**src/rtl/data_interpolation.sv**
```systemverilog
// Stream upsampler: each accepted input sample becomes interp_reg+1 output beats.
// Build option DATA_INTERP_ZERO_STUFF_EN selects zero-stuffing; default is sample-and-hold.
module data_interpolation #(
  parameter int DATA_IN_WIDTH  = 12,
  parameter int DATA_OUT_WIDTH = 12,
  parameter int DATA_REG_WIDTH = 32
) (
  input  logic                      clk,
  input  logic                      rst_n,
  input  logic                      in_data_valid,
  output logic                      in_data_ready,
  input  logic [DATA_IN_WIDTH-1:0]  in_data,
  output logic                      out_data_valid,
  input  logic                      out_data_ready,
  output logic [DATA_OUT_WIDTH-1:0] out_data,
  input  logic [DATA_REG_WIDTH-1:0] interp_reg
);

  typedef enum logic {IDLE = 1'b0, EMIT = 1'b1} state_t;

  state_t                    state_q;
  logic [DATA_REG_WIDTH-1:0] cnt_q;
  logic [DATA_REG_WIDTH-1:0] nfac_q;
  logic [DATA_OUT_WIDTH-1:0] out_data_q;
  logic [DATA_OUT_WIDTH-1:0] sample_fit;
  logic [DATA_REG_WIDTH-1:0] cnt_d;
  logic                      out_fire;
  logic                      last_beat;
  logic                      in_accept;

  // Narrower outputs keep the sample MSBs; wider outputs zero-extend above the LSBs.
  generate
    if (DATA_OUT_WIDTH >= DATA_IN_WIDTH) begin : g_widen
      assign sample_fit = DATA_OUT_WIDTH'(in_data);
    end else begin : g_narrow
      assign sample_fit = in_data[DATA_IN_WIDTH-1 -: DATA_OUT_WIDTH];
    end
  endgenerate

  assign out_data_valid = (state_q == EMIT);
  assign out_data       = out_data_q;
  assign out_fire       = out_data_valid && out_data_ready;
  assign last_beat      = (cnt_q == nfac_q);
  // Ready looks through out_data_ready so a new group can follow the last beat with no bubble.
  assign in_data_ready  = rst_n && ((state_q == IDLE) || (out_fire && last_beat));
  assign in_accept      = in_data_valid && in_data_ready;
  assign cnt_d          = cnt_q + DATA_REG_WIDTH'(1);

  always_ff @(posedge clk) begin
    if (!rst_n) begin
      state_q    <= IDLE;
      cnt_q      <= '0;
      nfac_q     <= '0;
      out_data_q <= '0;
    end else if (in_accept) begin
      state_q    <= EMIT;
      cnt_q      <= '0;
      nfac_q     <= interp_reg;
      out_data_q <= sample_fit;
    end else if (out_fire) begin
      if (last_beat) begin
        state_q <= IDLE;
      end else begin
        cnt_q <= cnt_d;
`ifdef DATA_INTERP_ZERO_STUFF_EN
        out_data_q <= '0;
`endif
      end
    end
  end

endmodule

```
**config.mk**
```make
export PLATFORM = sky130hd
export DESIGN_NAME = data_interpolation
export DESIGN_NICKNAME = d
export VERILOG_FILES = /design/src/rtl/data_interpolation.sv
export SDC_FILE = /design/constraint.sdc
export NUM_CORES = 1
export LEC_CHECK = 0
export CORE_ASPECT_RATIO = 2
export CORE_MARGIN = 8
export CORE_UTILIZATION = 25
export DETAILED_ROUTE_END_ITERATION = 6
export GPL_ROUTABILITY_DRIVEN = 0
export PLACE_DENSITY_LB_ADDON = 0.15
export SETUP_SLACK_MARGIN = 0.5
export SYNTH_ARGS = -nofsm -noshare
export SYNTH_HDL_FRONTEND = slang
export SYNTH_SLANG_ARGS = --single-unit
```
**constraint.sdc**
```tcl
create_clock -name clk -period 4.1 [get_ports clk]
set_input_delay 0.615 -clock clk [delete_from_list [all_inputs] [get_ports clk]]
set_output_delay 0.615 -clock clk [all_outputs]
set_load 0.02 [all_outputs]
```
==> results_tabular.tex <==
\begin{tabular}{lr}
\hline
Metric & Value \\
\hline
\multicolumn{2}{l}{\textbf{Global route}} \\
\quad Most Crowded Layer GR & met2 \\
\quad GR Util met3 & 2.75\% \\
\quad Wire length of the first global-routing pass & 17100 microns \\
\quad Number of global-route vias before repair & between 3k and 4k \\
\quad Met1 track demand over resource in global routing & between 15 and 20\% \\
\quad Pin count of the biggest net entering global routing & about 90 \\
\quad Overflow left after global routing & 0 \\
\quad Met2 usage in global routing & between 10\% and 20\% \\
\quad Antenna violations before repair & 0 \\
\quad GRT Resource Usage Total & 12.0\% \\
\multicolumn{2}{l}{\textbf{Logic synthesis}} \\
\quad Avg Synthesized Cell Area & 8.10 sq um \\
\quad Cell taking the most area after synthesis & sky130\_fd\_sc\_hd\_\_dfxtp\_1 \\
\quad Portion of the post-synthesis area used by sequential elements & 43.3\% \\
\quad Netlist Area Pre-Place & 3560 sq um \\
\quad Leading register cell type out of synthesis & sky130\_fd\_sc\_hd\_\_dfxtp\_1 \\
\quad Flip-flop and latch count after synthesis & 77 \\
\quad Number of enable flip-flop cells after synthesis & 0 \\
\quad Async set or reset register ratio after synthesis & 0\% \\
\quad Synth Net Count & 489 \\
\quad Yosys warns & 0 \\
\quad Dominant cells by area after synthesis & sky130\_fd\_sc\_hd\_\_dfxtp\_1 43\%, sky130\_fd\_sc\_hd\_\_nand2\_1 11\%, sky130\_fd\_sc\_hd\_\_xor2\_1 10\% \\
\quad Post-synth cell types & 33 \\
\quad Number of standard cells after synthesis & 440 \\
\quad Proportion of netlist area held by the largest area contributor & 43.3\% \\
\multicolumn{2}{l}{\textbf{Critical path}} \\
\quad Worst setup EP type & primary output \\
\quad Crit path arrival time & 2.41 ns \\
\quad CP Max Fanout & 13 \\
\quad Path type of the worst setup path & reg2out \\
\quad Element type at the critical path start & register \\
\quad Data required time at the worst endpoint & around 3.5 ns \\
\multicolumn{2}{l}{\textbf{Power}} \\
\quad Power density over cell area & 376 nW/um\^{}2 \\
\quad Largest vdd supply drop & 0.163 mV \\
\quad Static Leakage & $\sim$1.7 nW \\
\quad Overall power consumption & around 1.7 mW \\
\multicolumn{2}{l}{\textbf{Detailed routing}} \\
\quad Vias post-DR & $\sim$3.1k \\
\quad Detail-routed net length per standard cell & 15.1 microns \\
\quad First DRT Iteration DRCs & 179 \\
\quad Average via count per standard cell & 4.56 \\
\quad Routed Wire Length & 10400 microns \\
\quad Remaining antenna violation count after routing & 0 \\
\quad First-pass detailed-route iteration total & 4 \\
\quad Residual DRC & 0 \\
\multicolumn{2}{l}{\textbf{CTS}} \\
\quad Sinks on the clock net & 77 \\
\quad Number of hold buffers added after cts & 0 \\
\quad Cell at the root of the clock tree & sky130\_fd\_sc\_hd\_\_clkbuf\_16 \\
\quad CTS tree & yes \\
\quad Setup repair bufs after CTS & 0 \\
\quad CTS H-tree depth & 3 \\
\quad Clock buffer count from CTS & 9 \\
\quad Clock tree buffer depth & 2 \\
\quad Latest clock arrival within the worst-skew pair & around 0.34 ns \\
\quad Clock transition at path regs & about 0.070 ns \\
\quad Cts repair resizes & 0 \\
\multicolumn{2}{l}{\textbf{Cells and area}} \\
\quad Share of layout cells above drive strength 1 & 5.87\% \\
\quad Count of filler cells inserted in the layout & approximately 1.6k \\
\quad Area growth from synthesis to final layout & 29.7\% \\
\quad NumNets Final & 538 \\
\quad Ant diodes & 0 \\
\multicolumn{2}{l}{\textbf{Floorplanning}} \\
\quad Total I/O pin count & between 60 and 70 \\
\quad DIE AREA & 18600 sq um \\
\quad Chip width & 100 microns \\
\quad Initial core utilization & $\sim$25\% \\
\quad Total core area & $\sim$14000 sq um \\
\quad Row cnt & 62 \\
\quad Overall die height & 185 microns \\
\multicolumn{2}{l}{\textbf{STA}} \\
\quad Fin Clk Skew & around 0.0092 ns \\
\quad Transition time of the tightest slew-check pin & about 0.96 ns \\
\quad Setup repair after global routing missed its margin & no \\
\quad Hold Vio Cnt, Final & 0 \\
\quad Finish-stage setup viols & 0 \\
\quad Total negative setup slack & 0 ns \\
\quad F\_max & around 330 MHz \\
\quad Post-route clock period utilization & between 70\% and 80\% \\
\quad Min Tclk post-route & 3.02 ns \\
\quad Max-Slew Margin vs Limit & a little over a third \\
\quad Number of max-slew violations in the final report & 0 \\
\multicolumn{2}{l}{\textbf{Placement}} \\
\quad Count of input and output buffers & 61 \\
\quad HPWL after DPL & 7480 microns \\
\multicolumn{2}{l}{\textbf{Min path}} \\
\quad Hold WC Path Type & reg2reg \\
\multicolumn{2}{l}{\textbf{Status}} \\
\quad Result of the run & completed \\
\multicolumn{2}{l}{\textbf{Flow run}} \\
\quad Count of maximum capacitance violations & 0 \\
\hline
\end{tabular}
-- registers in the layout (all words and copies together) (netlist names) --
signal	count
nfac_q	32
out_data_valid	1
cnt_q	32
out_data	12
-- cell families after synthesis --
family / synth area share [%]
adder cells (fa/ha/maj): 0.351
flip-flops: 43.3
multiplexers: 0.281
AO/OA/AOI/OAI: 16.0
XOR/XNOR: 10.1
AND/OR/NAND/NOR: 26.1
buffers and inverters: 3.93
-- worst max-delay path, stage by stage, from the launching register on --
cell and delay, ns:
sky130_fd_sc_hd__dfxtp_1 0.42, sky130_fd_sc_hd__xor2_1 0.14, sky130_fd_sc_hd__nor4_2 0.36, sky130_fd_sc_hd__nand4_1 0.13
sky130_fd_sc_hd__buf_4 0.21, sky130_fd_sc_hd__nor2_1 0.11, sky130_fd_sc_hd__buf_4 0.18, sky130_fd_sc_hd__a21boi_0 0.15
sky130_fd_sc_hd__nor2b_1 0.13, sky130_fd_sc_hd__dlymetal6s2s_1 0.24
-- power by group --
group	internal, mW	switching [mW]
Clock	0.417	0.336
Sequential	0.780	0.0227
Combinational	0.0899	0.0921
-- routing by layer --
metal | up-vias | part of all wire [%]
li1 | 1645 | -
met1 | 1413 | 48
met2 | 62 | 47
met3 | 11 | 3.8
met4 | 0 | 1.6
met5 | - | 0
-- cells in the final DEF (no fill, tap or decap), drive strengths merged, types with 2 or more instances in the layout --
cell type      count
nand2            100
dfxtp             77
o21ai             60
clkdlybuf4s50     59
xor2              41
a21oi             22
or4               14
o31ai             14
nor2              13
nand3             13
or3               12
clkbuf            10
and3               9
nor4               8
buf                7
nand4              7
and4               5
and2               4
clkinv             3
o211ai             2
clkinvlp           2
inv                2
-- final cells by class --
class / count / area [sq um] / area share [%]
multi-input cells: 333 / 1890 / 41.0
flip-flops and latches: 77 / 1540 / 33.4
repair buffers: 68 / 661 / 14.3
well taps: 192 / 240 / 5.20
clock buffers: 9 / 225 / 4.87
clock inverters: 7 / 58.8 / 1.27
-- path summary, 6_finish.rpt --
check / from / to / slack, ns / cells after the start
worst max-delay path: cnt_q[8] / in_data_ready / 1.08 / 9
worst max register to register: cnt_q[8] / cnt_q[17] / 1.42 / 8
worst min-delay path: out_data[2] / out_data[2] / 0.46 / 2
worst min register to register: out_data[2] / out_data[2] / 0.46 / 2
-- cell usage after synthesis (3+ instances only) --
master / count
sky130_fd_sc_hd__and3_1: 9
sky130_fd_sc_hd__nor4_1: 8
sky130_fd_sc_hd__o31ai_1: 13
sky130_fd_sc_hd__or3_1: 12
sky130_fd_sc_hd__nand3_1: 13
sky130_fd_sc_hd__nand4_1: 6
sky130_fd_sc_hd__nand2_1: 100
sky130_fd_sc_hd__dfxtp_1: 77
sky130_fd_sc_hd__and2_1: 3
sky130_fd_sc_hd__a21oi_1: 22
sky130_fd_sc_hd__or4_1: 14
sky130_fd_sc_hd__and4_1: 5
sky130_fd_sc_hd__nor2_1: 13
sky130_fd_sc_hd__buf_4: 3
sky130_fd_sc_hd__xor2_1: 41
sky130_fd_sc_hd__clkbuf_1: 14
sky130_fd_sc_hd__o21ai_0: 59
sky130_fd_sc_hd__buf_2: 12
-- per-stage QoR --
| step | worst slack (ns) | instance area, sq um | instances | hold WS, ns | utilization, % |
|---|---|---|---|---|---|
| 2_1_floorplan | 1.50 | 3560 | 440 | 0.448 | - |
| 3_3_place_gp | 0.870 | 4320 | 670 | 0.443 | 30.6 |
| 3_5_place_dp | 0.944 | 4320 | 670 | 0.454 | 30.6 |
| 4_1_cts | 0.559 | 4610 | 686 | 0.465 | 32.6 |
| 5_1_grt | 0.786 | 4620 | 686 | 0.485 | 32.7 |
| 6_report | 1.08 | 4620 | 686 | 0.459 | 32.7 |
No activity file was read; power rests on OpenSTA's default activity.
